## config.mk

```make
export PLATFORM = sky130hd
export DESIGN_NAME = otter_scoreboard
export DESIGN_NICKNAME = d
export VERILOG_FILES = /design/src/rtl/otter_sb_pkg.sv /design/src/rtl/otter_scoreboard_entry.sv /design/src/rtl/otter_scoreboard.sv
export SDC_FILE = /design/constraint.sdc
export NUM_CORES = 1
export LEC_CHECK = 0
export CORE_MARGIN = 3
export CORE_UTILIZATION = 33
export CTS_BUF_LIST = sky130_fd_sc_hd__clkbuf_16
export CTS_CLUSTER_DIAMETER = 80
export DETAILED_ROUTE_END_ITERATION = 10
export PLACE_DENSITY = 0.61
export SYNTH_ARGS = -nofsm -noshare
export SYNTH_HDL_FRONTEND = slang
export SYNTH_SLANG_ARGS = --single-unit
```

## constraint.sdc

```tcl
create_clock -name CLK -period 13.2 [get_ports CLK]
set_clock_uncertainty 0.2 [all_clocks]
set_input_delay 3.96 -clock CLK [delete_from_list [all_inputs] [get_ports CLK]]
set_output_delay 3.96 -clock CLK [all_outputs]
set_load 0.03 [all_outputs]
```

## src/rtl/otter_sb_pkg.sv

```systemverilog
// otter_sb_pkg: shared types and sizing for the OTTER writer-side scoreboard.
//   NUM_REGS   - architectural register count (x0..x31)
//   reg_addr_t - register address type
//   inflight_w - width of the total in-flight counter for a given per-register counter width
package otter_sb_pkg;

    localparam int NUM_REGS = 32;

    typedef logic [4:0] reg_addr_t;

    // Sized for the true worst case: 31 trackable registers each holding the maximum count.
    // Never narrower than 6 bits.
    function automatic int inflight_w(input int cnt_w);
        int worst;
        int w;
        worst = (NUM_REGS - 1) * ((1 << cnt_w) - 1);
        w     = $clog2(worst + 1);
        return (w < 6) ? 6 : w;
    endfunction

endpackage

```

## src/rtl/otter_scoreboard_entry.sv

```systemverilog
// sb_entry: pending-write counter for one architectural register.
//   clk, rst_n      - clock, async active-low reset
//   inc, dec, flush - add one issue, retire one writeback, clear (flush wins)
//   count           - current pending-write count
//   pending         - count != 0
//   at_max          - count is saturated (no further issue to this register)
//   is_one          - exactly one write outstanding (used by the writeback bypass)
module sb_entry #(
    parameter int CNT_W = 2
) (
    input  logic             clk,
    input  logic             rst_n,
    input  logic             inc,
    input  logic             dec,
    input  logic             flush,
    output logic [CNT_W-1:0] count,
    output logic             pending,
    output logic             at_max,
    output logic             is_one
);

    localparam logic [CNT_W-1:0] MAX_CNT = '1;

    logic [CNT_W-1:0] count_q, count_d;

    // inc and dec together cancel. The range guards keep the counter from wrapping
    // even if a caller asks for something it should not.
    always_comb begin
        count_d = count_q;
        if (flush) begin
            count_d = '0;
        end else if (inc && !dec && count_q != MAX_CNT) begin
            count_d = count_q + CNT_W'(1);
        end else if (dec && !inc && count_q != '0) begin
            count_d = count_q - CNT_W'(1);
        end
    end

    always_ff @(posedge clk or negedge rst_n) begin
        if (!rst_n) begin
            count_q <= '0;
        end else begin
            count_q <= count_d;
        end
    end

    assign count   = count_q;
    assign pending = (count_q != '0);
    assign at_max  = (count_q == MAX_CNT);
    assign is_one  = (count_q == CNT_W'(1));

endmodule

```

## src/rtl/otter_scoreboard.sv

```systemverilog
// otter_scoreboard: tracks in-flight destination registers from issue to writeback and
// tells decode whether the presented instruction may issue.
//   CLK, RST_N                  - clock, async active-low reset
//   ISSUE_VALID/RD/RF_WE        - instruction at decode and its destination
//   ISSUE_RS1/RS2, USE_RS1/RS2  - its sources and whether each is read
//   ISSUE_READY                 - combinational issue permission (ignores ISSUE_VALID)
//   WB_VALID, WB_RD             - writeback retiring a register write
//   FLUSH                       - drop all pending state next edge
//   PENDING                     - per-register pending flags (x0 always 0)
//   INFLIGHT                    - total pending writes
//   SB_ERR                      - sticky: writeback to a register with no pending write
module otter_scoreboard
    import otter_sb_pkg::*;
#(
    parameter  int CNT_W     = 2,
    parameter  int WB_BYPASS = 1,
    localparam int IFW       = inflight_w(CNT_W)
) (
    input  logic                CLK,
    input  logic                RST_N,
    input  logic                ISSUE_VALID,
    input  reg_addr_t           ISSUE_RD,
    input  logic                ISSUE_RF_WE,
    input  reg_addr_t           ISSUE_RS1,
    input  reg_addr_t           ISSUE_RS2,
    input  logic                ISSUE_USE_RS1,
    input  logic                ISSUE_USE_RS2,
    output logic                ISSUE_READY,
    input  logic                WB_VALID,
    input  reg_addr_t           WB_RD,
    input  logic                FLUSH,
    output logic [NUM_REGS-1:0] PENDING,
    output logic [IFW-1:0]      INFLIGHT,
    output logic                SB_ERR
);

    logic [NUM_REGS-1:0][CNT_W-1:0] cnt;
    logic [NUM_REGS-1:0]            pend, at_max, is_one;
    logic [NUM_REGS-1:0]            inc_v, dec_v;
    logic                           hz_rs1, hz_rs2, struct_stall, accept, wb_err;
    logic [IFW-1:0]                 inflight_q, inflight_d;
    logic                           err_q, err_d;

    // x0 has no entry; tie its slot so it never reports pending.
    assign cnt[0]    = '0;
    assign pend[0]   = 1'b0;
    assign at_max[0] = 1'b0;
    assign is_one[0] = 1'b0;

    for (genvar r = 1; r < NUM_REGS; r++) begin : g_entry
        sb_entry #(.CNT_W(CNT_W)) u_entry (
            .clk     (CLK),
            .rst_n   (RST_N),
            .inc     (inc_v[r]),
            .dec     (dec_v[r]),
            .flush   (FLUSH),
            .count   (cnt[r]),
            .pending (pend[r]),
            .at_max  (at_max[r]),
            .is_one  (is_one[r])
        );
    end

    // A source whose last outstanding write retires this cycle can be forwarded, so
    // with the bypass enabled it is not a hazard.
    always_comb begin
        hz_rs1 = ISSUE_USE_RS1 && (ISSUE_RS1 != '0) && pend[ISSUE_RS1] &&
                 !((WB_BYPASS != 0) && WB_VALID && (WB_RD == ISSUE_RS1) && is_one[ISSUE_RS1]);
        hz_rs2 = ISSUE_USE_RS2 && (ISSUE_RS2 != '0) && pend[ISSUE_RS2] &&
                 !((WB_BYPASS != 0) && WB_VALID && (WB_RD == ISSUE_RS2) && is_one[ISSUE_RS2]);
        // A saturated destination can still take an issue when a writeback to it frees a slot.
        struct_stall = ISSUE_RF_WE && (ISSUE_RD != '0) && at_max[ISSUE_RD] &&
                       !(WB_VALID && (WB_RD == ISSUE_RD));
    end

    assign ISSUE_READY = !(hz_rs1 || hz_rs2 || struct_stall);
    assign accept      = ISSUE_VALID && ISSUE_READY;

    // One-hot increment/decrement vectors; bit 0 masked so x0 is never tracked.
    // A writeback only retires a write that existed before this edge.
    always_comb begin
        inc_v = '0;
        dec_v = '0;
        if (accept && ISSUE_RF_WE) begin
            inc_v = NUM_REGS'(1) << ISSUE_RD;
        end
        if (WB_VALID) begin
            dec_v = (NUM_REGS'(1) << WB_RD) & pend;
        end
        inc_v[0] = 1'b0;
        dec_v[0] = 1'b0;
    end

    assign wb_err = WB_VALID && (WB_RD != '0) && !pend[WB_RD];

    // The total tracks the same inc/dec the entries apply, so it stays a true register.
    always_comb begin
        inflight_d = inflight_q;
        err_d      = err_q;
        if (FLUSH) begin
            inflight_d = '0;
        end else begin
            inflight_d = inflight_q + IFW'(|inc_v) - IFW'(|dec_v);
            err_d      = err_q || wb_err;
        end
    end

    always_ff @(posedge CLK or negedge RST_N) begin
        if (!RST_N) begin
            inflight_q <= '0;
            err_q      <= 1'b0;
        end else begin
            inflight_q <= inflight_d;
            err_q      <= err_d;
        end
    end

    assign PENDING  = pend;
    assign INFLIGHT = inflight_q;
    assign SB_ERR   = err_q;

endmodule

```

Yosys cells after proc, flatten, opt, wreduce, memory -nomap -nowiden --
Cells that the tools add are included.
Storage, ports and cells: bits of input ports 28, output and inout port bits 41, register bits after elaboration 70, word-level logic and storage cells 588
Cells by class: add/sub/neg operators 64, shift-type cells 2, reduce and logical (&&, ||, !) cells 280, eq/ne operators 96, order comparisons 4, multiplexer cells 108, bitwise operators 1
Operators with widths (number):
- $mux W2 | 93
- $logic_and A1 B1 Y1 | 142
- $reduce_bool A3 Y1 | 31
- $logic_not A1 Y1 | 67
- $mux W32 | 2
- $shl A1 B5 Y32 const A | 2
- $add A2 B1 Y2 const B | 31
- $eq A2 B1 Y1 const B | 31
- $eq A2 B2 Y1 const B | 31
- $ne A2 B2 Y1 const B | 31
- $reduce_bool A2 Y1 | 31
- $reduce_or A31 Y1 | 2
- $sub A2 B1 Y2 const B | 31
- $and A32 B32 Y32 | 1
- $bmux W1 S5 | 6
- $lt A5 B6 Y1 const B | 4
- $reduce_bool A5 Y1 | 4
- $eq A5 B5 Y1 | 3
- $add A7 B1 Y7 | 1
- $mux W7 | 1
- $sub A7 B1 Y7 | 1
- $mux W1 | 6
- $logic_or A1 B1 Y1 | 3

Longest topological paths before layout --
Gate-level depths: netlist of run 1.
depth after elaboration 18, depth in mapped cells 22

Modules after synthesis --
Synthesis of run 1 repeated with hierarchy kept, for this count alone.
Second synthesis, totals: cell total of the unflattened synthesis 901, area total of the unflattened synthesis 8246.7 um^2
By module, submodules not included:
- sb_entry (g_entry[10].u_entry ...) | cells each 17, times used 27, sequential area each 50.0 um^2, area an instance 162.7 um^2
- otter_scoreboard | cells each 374, times used 1, sequential area each 200.2 um^2, area an instance 3229.3 um^2
- sb_entry (g_entry[23].u_entry ...) | cells each 17, times used 4, sequential area each 50.0 um^2, area an instance 156.4 um^2

Worst setup path after synthesis of run 1 --
OpenSTA, ideal clock, no wires.
path kind in2out, from input ISSUE_RS2[0], to output ISSUE_READY, required time 9.040 ns, buffers on the path 2, arrival time 6.255 ns, setup slack 2.785 ns, stages 7, cells stage by stage buf_2 > buf_4 > mux4_2 > mux2_2 > o221ai_1 > o21ai_1 > nor3_1
On the way: word-level cells in the longest chain between the ends 8, elaborated cells on any way between the ends 15
RTL lines:
- start: declaration | RTL line otter_scoreboard.sv:25 | input reg_addr_t ISSUE_RS2,
- $bmux W1 S5 or $eq A5 B5 Y1 (tied branches) | RTL line otter_scoreboard.sv:70 | !((WB_BYPASS != 0) && WB_VALID && (WB_RD == ISSUE_RS2) && is_one[ISSUE_RS2]);
- $mux W1 (implied by the code) or $logic_and A1 B1 Y1 (tied branches) | RTL line otter_scoreboard.sv:70
- $logic_and A1 B1 Y1 | RTL line otter_scoreboard.sv:70
- $logic_not A1 Y1 | RTL line otter_scoreboard.sv:70
- $logic_and A1 B1 Y1 (*) | RTL line otter_scoreboard.sv:69 | hz_rs2 = ISSUE_USE_RS2 && (ISSUE_RS2 != '0) && pend[ISSUE_RS2] &&
- $logic_or A1 B1 Y1 (*) (2 in series) | RTL line otter_scoreboard.sv:76 | assign ISSUE_READY = !(hz_rs1 || hz_rs2 || struct_stall);
- $logic_not A1 Y1 (*) | RTL line otter_scoreboard.sv:76
- end: declaration | RTL line otter_scoreboard.sv:28 | output logic ISSUE_READY,
Mark *: on every way between the ends. The rest lies on a longest branch, timed or not. The select of a mux whose other input is x is not followed.

Final worst setup path of run 1 --
Same ends and word-level chain as after synthesis.

==> run_results.csv, run 1 <==
group,metric,value,unit
sta,setup_tns,0,ns
pwr,ir_drop,59.2,uV
synthesis,synth_most_common_cell,"nor2_1",
worst_hold_path,min-delay-path-class,"flip-flop to flip-flop",
sta,tightest_slew,1.12,ns
floorplanning,die_h,169,um
drt,drc,0,
synthesis,async_flop_share,1.00,
sta,setup_viol,0,
run_status,status,"completed",
global_route,grt.total_usage,0.191,
synthesis,synth_flop_cell,"dfrtp_1",
finish,diodes,0,
cts,clk_pin_slew,0.07,ns
sta,period_minus_slack,11.75,ns
cts,cts_buffers,9,
synthesis,synth_top_area_frac,0.199,
cts,cts_resized,0,
sta,whs,0.292,ns
cts,cts_hold_buf,0,
synthesis,synth_area,8790,um^2
critical_path,cp-end-kind,"primary output",
cts,clkSinkCount,70,
floorplanning,core_area,26100,um^2
drt,viasPerCell,5.75,
critical_path,path_max_fanout,18,
sta,grt_setup_unrepaired,"no",
finish,area_growth,10.3,%
finish,final_util,0.371,
pwr,total_power,0.746,mW
cts,clkLatencyLatePin,0.36,ns
critical_path,crit_arrival,7.59,ns
sta,slew_viol_final,0,
drt,ant_nets,0,
critical_path,critPathRequiredTime,9.04,ns
finish,drive_gt1_frac,0.106,
global_route,grt_pass1_wl,42800,um
cts,cts-root-buf,"clkbuf_16",
global_route,first_global_vias,7408,
synthesis,synthTopCellsByCount,"nor2_1 (125), inv_1 (120), ha_1 (100), dfrtp_1 (70), nor3_1 (54)",
synthesis,yosys-top-cells-area,"dfrtp_1 (20%), ha_1 (14%), mux4_2 (11%), nor2_1 (5.3%), inv_1 (5.1%)",
global_route,grt-ovfl-total,0,
sta,min_period_over_period,0.890,
pwr,p_leak,4.27,nW
finish,seq_area,1750,um^2
critical_path,critPathLaunchType,"input port",
synthesis,netlist_instances,1017,
cts,h-tree-depth,3,
floorplanning,ioPinCount,69,
flow_run,cap_violations,0,
drt,route.detailed.wl_per_inst,20.2,um
cts,clock_path_buffers,2,
synthesis,synth_edf_count,0,
placed_design,place_congestion,0.948,
sta,timing.fmax,0.0851,GHz
floorplanning,die_w,169,um
drt,vias,7793,
synthesis,yosysWarnings,0,
critical_path,path_class,"input port to primary output",
global_route,antenna_found_initial,0,
finish,fillers,2677,
cts,post-cts-setup-buffers,0,
synthesis,syn_area_per_cell,8.64,um^2
floorplanning,start_util,0.336,
global_route,grt_max_degree,71,
drt,dr.pass1.iters,5,
floorplanning,die_area,28600,um^2
cts,cts_tree,"built",
sta,hold_violations,0,
synthesis,synth-seq-area-share,0.199,
sta,slew_headroom,0.247,
placed_design,dp_hpwl,21100,um
finish,layout.nets,1144,
floorplanning,rows,59,
synthesis,syn-num-nets,1146,
synthesis,synth.distinct_cells,77,
synthesis,ys_ff_latch,70,
synthesis,synth_area_leader_cell,"dfrtp_1",
drt,wirelength,27400,um
finish,multi_input_area,6060,um^2
drt,drt_iter0_markers,902,
placed_design,port_buffers,67,
pwr,p_per_area,77.0,nW/um^2
## area by class of cell
class | count | area share
Tap cell | 335 | 0.0432
Sequential cell | 70 | 0.181
Clock buffer | 9 | 0.0232
Multi-Input combinational cell | 740 | 0.625
Timing Repair Buffer | 74 | 0.0738
Inverter | 120 | 0.0465
Clock inverter | 7 | 0.00762
## routing by layer
metal  part of all wire  routed length (um)  GRT usage
met1               0.44               12000      0.263
met3              0.083                2260     0.0382
met5                  0                   0          0
met2               0.45               12200      0.298
met4              0.033                 897     0.0701
## flip-flops by register name, indices dropped and copies added, names as in the netlist
name / count
INFLIGHT: 7
g_entry.u_entry.count: 62
SB_ERR: 1
## kinds of logic after synthesis
| group | after synthesis | synth area share |
|---|---|---|
| compound gates | 159 | 0.130 |
| xor+xnor | 19 | 0.0189 |
| fa+ha+maj | 101 | 0.145 |
| buf+inv | 207 | 0.112 |
| flops | 70 | 0.199 |
| mux | 112 | 0.193 |
| other cells | 1 | 0.000427 |
| simple gates | 348 | 0.202 |
## final timing paths
check | slack (ns) | start | depth (start not counted) | to
worst max-delay path | 1.45 | ISSUE_RS2[0] | 8 | ISSUE_READY
worst min-delay path | 0.29 | SB_ERR$_DFFE_PN0N_ | 1 | SB_ERR$_DFFE_PN0N_
worst max register to register | 8.27 | g_entry[31].u_entry.count[1]$_DFFE_PN0P_ | 20 | INFLIGHT[6]$_DFF_PN0_
worst min register to register | 0.29 | SB_ERR$_DFFE_PN0N_ | 1 | SB_ERR$_DFFE_PN0N_
max in group asynchronous | 8.55 | RST_N | 1 | g_entry[23].u_entry.count[0]$_DFFE_PN0P_
min in group asynchronous | 3.56 | RST_N | 1 | g_entry[15].u_entry.count[0]$_DFFE_PN0P_
## report_power, final
group / internal (mW) / switching [mW]
Sequential: 0.227 / 0.0111
Clock: 0.147 / 0.109
Combinational: 0.103 / 0.149
Total: 0.477 / 0.269
## per-stage QoR
step                      cell area [um^2]  std cells  setup slack (ns)
after floorplan                       8790       1017              2.79
after global placement                9390       1339              1.52
after detailed placement              9390       1339              1.46
after CTS                             9690       1355              1.45
after global routing                  9690       1355              1.17
final                                 9690       1355              1.45
## worst max-delay path: stages
cell             delay (ns)
clkdlybuf4s50_1        1.18
mux4_2                 0.61
a22o_1                 0.24
nor2_1                 0.16
o221ai_1               0.15
o21ai_1                0.48
nor3_1                 0.13
clkdlybuf4s50_1        0.67
## cell usage in the layout (no fill, tap or decap), types with 20 or more instances in the layout
cell | synthesis | layout
a21oi_1 | 33 | 33
a311oi_1 | 20 | 20
clkdlybuf4s50_1 | 0 | 65
dfrtp_1 | 70 | 70
ha_1 | 100 | 100
inv_1 | 120 | 120
mux2i_1 | 40 | 40
mux4_2 | 43 | 43
nand2_1 | 43 | 43
nor2_1 | 125 | 125
nor3_1 | 54 | 54
Power figures use the tool's default switching activity.
==> run 2: changes to the inputs <==
--- a/config.mk
+++ b/config.mk
@@ -5,7 +5,6 @@
 export SDC_FILE = /design/constraint.sdc
 export NUM_CORES = 1
 export LEC_CHECK = 0
-export CORE_MARGIN = 3
 export CORE_UTILIZATION = 33
 export CTS_BUF_LIST = sky130_fd_sc_hd__clkbuf_16
 export CTS_CLUSTER_DIAMETER = 80
==> run 2 against run 1 <==
Combinational power hardly changed. Utilization is 0.23 points higher. Fmax is 0.30% lower. Global-route usage is 1.6 points higher. Via count is 1.0% higher. Largest power group unchanged. Register-to-register slack worse by 0.21 ns. Wire length is 1.4% higher. Total power is 4.9% higher. Sequential power hardly changed.
==> run_results.csv, run 2 (synthesis gave the netlist of run 1 again) <==
group,metric,value,unit
critical_path,path_max_fanout,18,
critical_path,crit_chain,"clkdlybuf4s50_1, mux4_2, a22o_1, nor2_1, o221ai_1, o21ai_1, nor3_1, clkdlybuf4s50_1",
finish,largest_reg_flops,62,
finish,drive_gt1_frac,0.105,
sta,setup_viol,0,
drt,drt_iter0_markers,943,
placed_design,port_buffers,67,
cts,cts_buffers,9,
finish,layout_common_cells,"nor2_1 (125), inv_1 (120), ha_1 (100), dfrtp_1 (70), clkdlybuf4s50_1 (65)",
floorplanning,start_util,0.337,
drt,viasPerCell,5.81,
global_route,grt-ovfl-total,0,
drt,route.detailed.wl_per_inst,20.5,um
cts,clock_path_buffers,2,
sta,worst_slack,1.41,ns
sta,slew_viol_final,0,
sta,period_minus_slack,11.79,ns
cts,cts-root-buf,"clkbuf_16",
floorplanning,die_w,165,um
finish,area_growth,10.6,%
floorplanning,core_area,26100,um^2
finish,diodes,0,
drt,ant_nets,0,
finish,fillers,2667,
sta,whs,0.285,ns
finish,layout.nets,1143,
global_route,antenna_found_initial,0,
cts,clkLatencyLatePin,0.36,ns
sta,hold_violations,0,
critical_path,cpPeakStageDelay,1.20,ns
floorplanning,ioPinCount,69,
drt,drc,0,
drt,vias,7871,
critical_path,critPathRequiredTime,9.04,ns
cts,cts_resized,0,
sta,setup_tns,0,ns
drt,wirelength,27800,um
sta,grt_setup_unrepaired,"no",
drt,dr.pass1.iters,6,
placed_design,place_congestion,0.925,
sta,tightest_slew,1.11,ns
finish,seq_area,1750,um^2
finish,multi_input_area,6060,um^2
floorplanning,die_area,27300,um^2
critical_path,path_class,"input port to primary output",
placed_design,dpl_worst_slack,1.46,ns
flow_run,cap_violations,0,
critical_path,cp-end-kind,"primary output",
cts,cts_hold_buf,0,
pwr,ir_drop,59.7,uV
global_route,grt.total_usage,0.207,
global_route,first_global_vias,7233,
cts,post-cts-setup-buffers,0,
critical_path,critPathLaunchType,"input port",
global_route,grt_pass1_wl,42400,um
placed_design,dp_hpwl,21200,um
worst_hold_path,min-delay-path-class,"flip-flop to flip-flop",
run_status,status,"completed",
finish,final_common_cell,"nor2_1",
pwr,p_per_area,80.5,nW/um^2
floorplanning,rows,59,
sta,min_period_over_period,0.893,
critical_path,crit_arrival,7.63,ns
floorplanning,die_h,165,um
critical_path,crit_top_cell,"clkdlybuf4s50_1",
cts,clkSinkCount,70,
finish,final_util,0.373,
sta,timing.fmax,0.0848,GHz
cts,h-tree-depth,3,
sta,slew_headroom,0.256,
pwr,p_leak,4.30,nW
cts,cts_tree,"built",
critical_path,slowest_stage,"clkdlybuf4s50_1",
cts,clk_pin_slew,0.07,ns
global_route,grt_max_degree,75,
[run 2: power breakdown]
group          switching, mW  internal, mW  total, mW  leakage, nW
sequential            0.0112         0.227      0.238        0.966
combinational          0.149         0.103      0.252         3.16
clock                  0.109         0.184      0.292        0.167
[run 2: metrics by stage]
stage	area [um^2]	cells	power, mW
3_5_place_dp	9390	1338	0.492
5_1_grt	9720	1354	0.819
4_1_cts	9720	1354	0.791
2_1_floorplan	8790	1017	0.424
3_3_place_gp	9390	1338	0.489
6_report	9720	1354	0.783
[run 2: area by class of cell]
| type | count | area share |
|---|---|---|
| Clock buffer | 9 | 0.0232 |
| Clock inverter | 7 | 0.0116 |
| Inverter | 120 | 0.0463 |
| Multi-Input combinational cell | 740 | 0.623 |
| Sequential cell | 70 | 0.180 |
| Tap cell | 335 | 0.0431 |
| Timing Repair Buffer | 73 | 0.0728 |
[run 2: worst paths after layout]
check | depth (start not counted) | endpoint | slack (ns) | from
setup / recovery | 8 | ISSUE_READY | 1.41 | ISSUE_RS2[0]
hold / removal | 1 | SB_ERR$_DFFE_PN0N_ | 0.28 | SB_ERR$_DFFE_PN0N_
setup reg to reg | 21 | INFLIGHT[6]$_DFF_PN0_ | 8.06 | g_entry[29].u_entry.count[1]$_DFFE_PN0P_
max in group asynchronous | 2 | g_entry[7].u_entry.count[0]$_DFFE_PN0P_ | 8.46 | RST_N
hold reg to reg | 1 | SB_ERR$_DFFE_PN0N_ | 0.28 | SB_ERR$_DFFE_PN0N_
min in group asynchronous | 1 | INFLIGHT[6]$_DFF_PN0_ | 3.32 | RST_N
[run 2: critical path: cells and delay by family]
kind	cells	cell delay (ns)
buf+inv	2	1.89
mux	1	0.60
compound gates	3	0.87
simple gates	2	0.27
[run 2: per-layer routing]
| layer | part of all wire | vias up | GRT usage | wire (um) |
|---|---|---|---|---|
| met4 | 0.025 | 0 | 0.0701 | 684 |
| met2 | 0.45 | 430 | 0.324 | 12400 |
| met1 | 0.43 | 3800 | 0.278 | 11900 |
| met5 | 0 | - | 0 | 0 |
| met3 | 0.10 | 46 | 0.0495 | 2850 |
| li1 | - | 3595 | - | - |
==> run 3: changes to the inputs <==
--- a/config.mk
+++ b/config.mk
@@ -6,7 +6,7 @@
 export NUM_CORES = 1
 export LEC_CHECK = 0
 export CORE_UTILIZATION = 33
-export CTS_BUF_LIST = sky130_fd_sc_hd__clkbuf_16
+export CTS_BUF_LIST = sky130_fd_sc_hd__clkbuf_2 sky130_fd_sc_hd__clkbuf_4 sky130_fd_sc_hd__clkbuf_8
 export CTS_CLUSTER_DIAMETER = 80
 export DETAILED_ROUTE_END_ITERATION = 10
 export PLACE_DENSITY = 0.61
==> run 3 against run 2 <==
Global-route usage hardly changed. Largest cell class unchanged. Utilization fell by 0.35 points. Wire length up 0.13%. Count of clock-buffer cells in the layout increased by 1. Cell count unchanged. Die area stayed put. Total power decreased by 7.4%. Hold slack improved by 0.0099 ns. Setup slack better by 0.0092 ns. Via count is the same. Sequential share of layout area up 0.17 points. Highest routed layer unchanged. First-iteration DRC count is 3.3% lower.
==> run_results.csv, run 3 (synthesis gave the netlist of run 1 again) <==
group,metric,value,unit
placed_design,dpl_worst_slack,1.46,ns
finish,stdcell_area,9630,um^2
sta,min_period_over_period,0.892,
critical_path,r2r-end,"INFLIGHT[6]$_DFF_PN0_",
sta,setup_tns,0,ns
drt,wirelength,27800,um
placed_design,place_congestion,0.925,
drt,drc,0,
global_route,grt_use_met1,0.276,
cts,cts_tree,"built",
cts,cts-root-buf,"clkbuf_8",
global_route,antenna_found_initial,0,
drt,route.detailed.wl_per_inst,20.5,um
floorplanning,die_area,27300,um^2
critical_path,crit_top_cell,"clkdlybuf4s50_1",
pwr,p_leak,4.26,nW
cts,cts_resized,0,
critical_path,path_class,"input port to primary output",
run_status,status,"completed",
finish,area_growth,9.58,%
floorplanning,rows,59,
cts,clkLatencyLatePin,0.41,ns
finish,fin_cells,1354,
finish,diodes,0,
flow_run,cap_violations,0,
global_route,first_global_vias,7215,
finish,final_util,0.370,
floorplanning,die_h,165,um
cts,clkSinkCount,70,
critical_path,cpPeakStageDelay,1.21,ns
pwr,total_power,0.725,mW
sta,period_minus_slack,11.78,ns
global_route,grt_busiest_layer,"met2",
drt,dr.pass1.iters,5,
global_route,use_met3,0.0537,
sta,slew_viol_final,0,
global_route,grt_pass1_wl,42300,um
sta,slew_headroom,0.236,
finish,layout.nets,1143,
placed_design,dp_hpwl,21200,um
cts,h-tree-depth,3,
placed_design,port_buffers,67,
critical_path,crit_arrival,7.62,ns
finish,largest_reg_flops,62,
critical_path,crit_chain,"clkdlybuf4s50_1, mux4_2, a22o_1, nor2_1, o221ai_1, o21ai_1, nor3_1, clkdlybuf4s50_1",
drt,vias,7871,
sta,setup_viol,0,
finish,fillers,2676,
sta,worst_slack,1.42,ns
placed_design,place_inst,1338,
sta,hold_violations,0,
worst_hold_path,min-delay-path-class,"flip-flop to flip-flop",
cts,post-cts-setup-buffers,0,
floorplanning,ioPinCount,69,
finish,layout_common_cells,"nor2_1 (125), inv_1 (120), ha_1 (100), dfrtp_1 (70), clkdlybuf4s50_1 (65)",
drt,drt_iter0_markers,912,
global_route,grt_max_degree,75,
critical_path,cp-end-kind,"primary output",
global_route,grt_use_met2,0.323,
drt,viasPerCell,5.81,
cts,cts_buffers,9,
critical_path,reg2regPathDepth,21,
floorplanning,die_w,165,um
cts,clock_path_buffers,2,
placed_design,placed_area,9390,um^2
pwr,p_per_area,75.2,nW/um^2
sta,timing.fmax,0.0849,GHz
critical_path,critPathLaunchType,"input port",
drt,ant_nets,0,
critical_path,slowest_stage,"clkdlybuf4s50_1",
global_route,grt-ovfl-total,0,
critical_path,startpoint,"ISSUE_RS2[0]",
critical_path,crit_end,"ISSUE_READY",
worst_hold_path,hold_start,"SB_ERR$_DFFE_PN0N_",
critical_path,rr_startpoint,"g_entry[29].u_entry.count[1]$_DFFE_PN0P_",
finish,final_common_cell,"nor2_1",
pwr,ir_drop,55.7,uV
critical_path,regToRegSetupSlack,8.06,ns
sta,whs,0.294,ns
sta,grt_setup_unrepaired,"no",
critical_path,critPathRequiredTime,9.04,ns
floorplanning,start_util,0.337,
floorplanning,core_area,26100,um^2
cts,cts_hold_buf,0,
cts,clk_pin_slew,0.11,ns
global_route,grt.total_usage,0.208,
sta,tightest_slew,1.14,ns
finish,drive_gt1_frac,0.106,
critical_path,path_max_fanout,18,
run 3: metal layers:
layer / wire [um] / vias to the layer above
met4: 701 / 0
met1: 12000 / 3807
met5: 0 / -
met3: 2790 / 58
met2: 12400 / 424
li1: - / 3582
run 3: worst max-delay path: cells and delay by family:
| kind | cells | cell delay [ns] |
|---|---|---|
| mux | 1 | 0.61 |
| compound gates | 3 | 0.88 |
| buf+inv | 2 | 1.89 |
| simple gates | 2 | 0.25 |
run 3: area by class of cell:
| type | count | area (um^2) | area share |
|---|---|---|---|
| Clock buffer | 10 | 138 | 0.0143 |
| Timing Repair Buffer | 73 | 708 | 0.0735 |
| Clock inverter | 6 | 109 | 0.0113 |
| Multi-Input combinational cell | 740 | 6060 | 0.629 |
| Inverter | 120 | 450 | 0.0468 |
| Sequential cell | 70 | 1750 | 0.182 |
| Tap cell | 335 | 419 | 0.0435 |
run 3: worst min path at each step:
stage,end,slack [ns],cells past startpoint
floorplan,g_entry[16].u_entry.count[1]$_DFFE_PN0P_,0.35,2
global placement,SB_ERR$_DFFE_PN0N_,0.27,1
detailed placement,SB_ERR$_DFFE_PN0N_,0.27,1
CTS,SB_ERR$_DFFE_PN0N_,0.29,1
global route,SB_ERR$_DFFE_PN0N_,0.32,1
finish,SB_ERR$_DFFE_PN0N_,0.29,1
run 3: power breakdown:
part	switching [mW]	total, mW	internal (mW)
clock network	0.104	0.234	0.130
registers	0.0112	0.238	0.227
logic	0.149	0.253	0.103
total	0.264	0.725	0.460
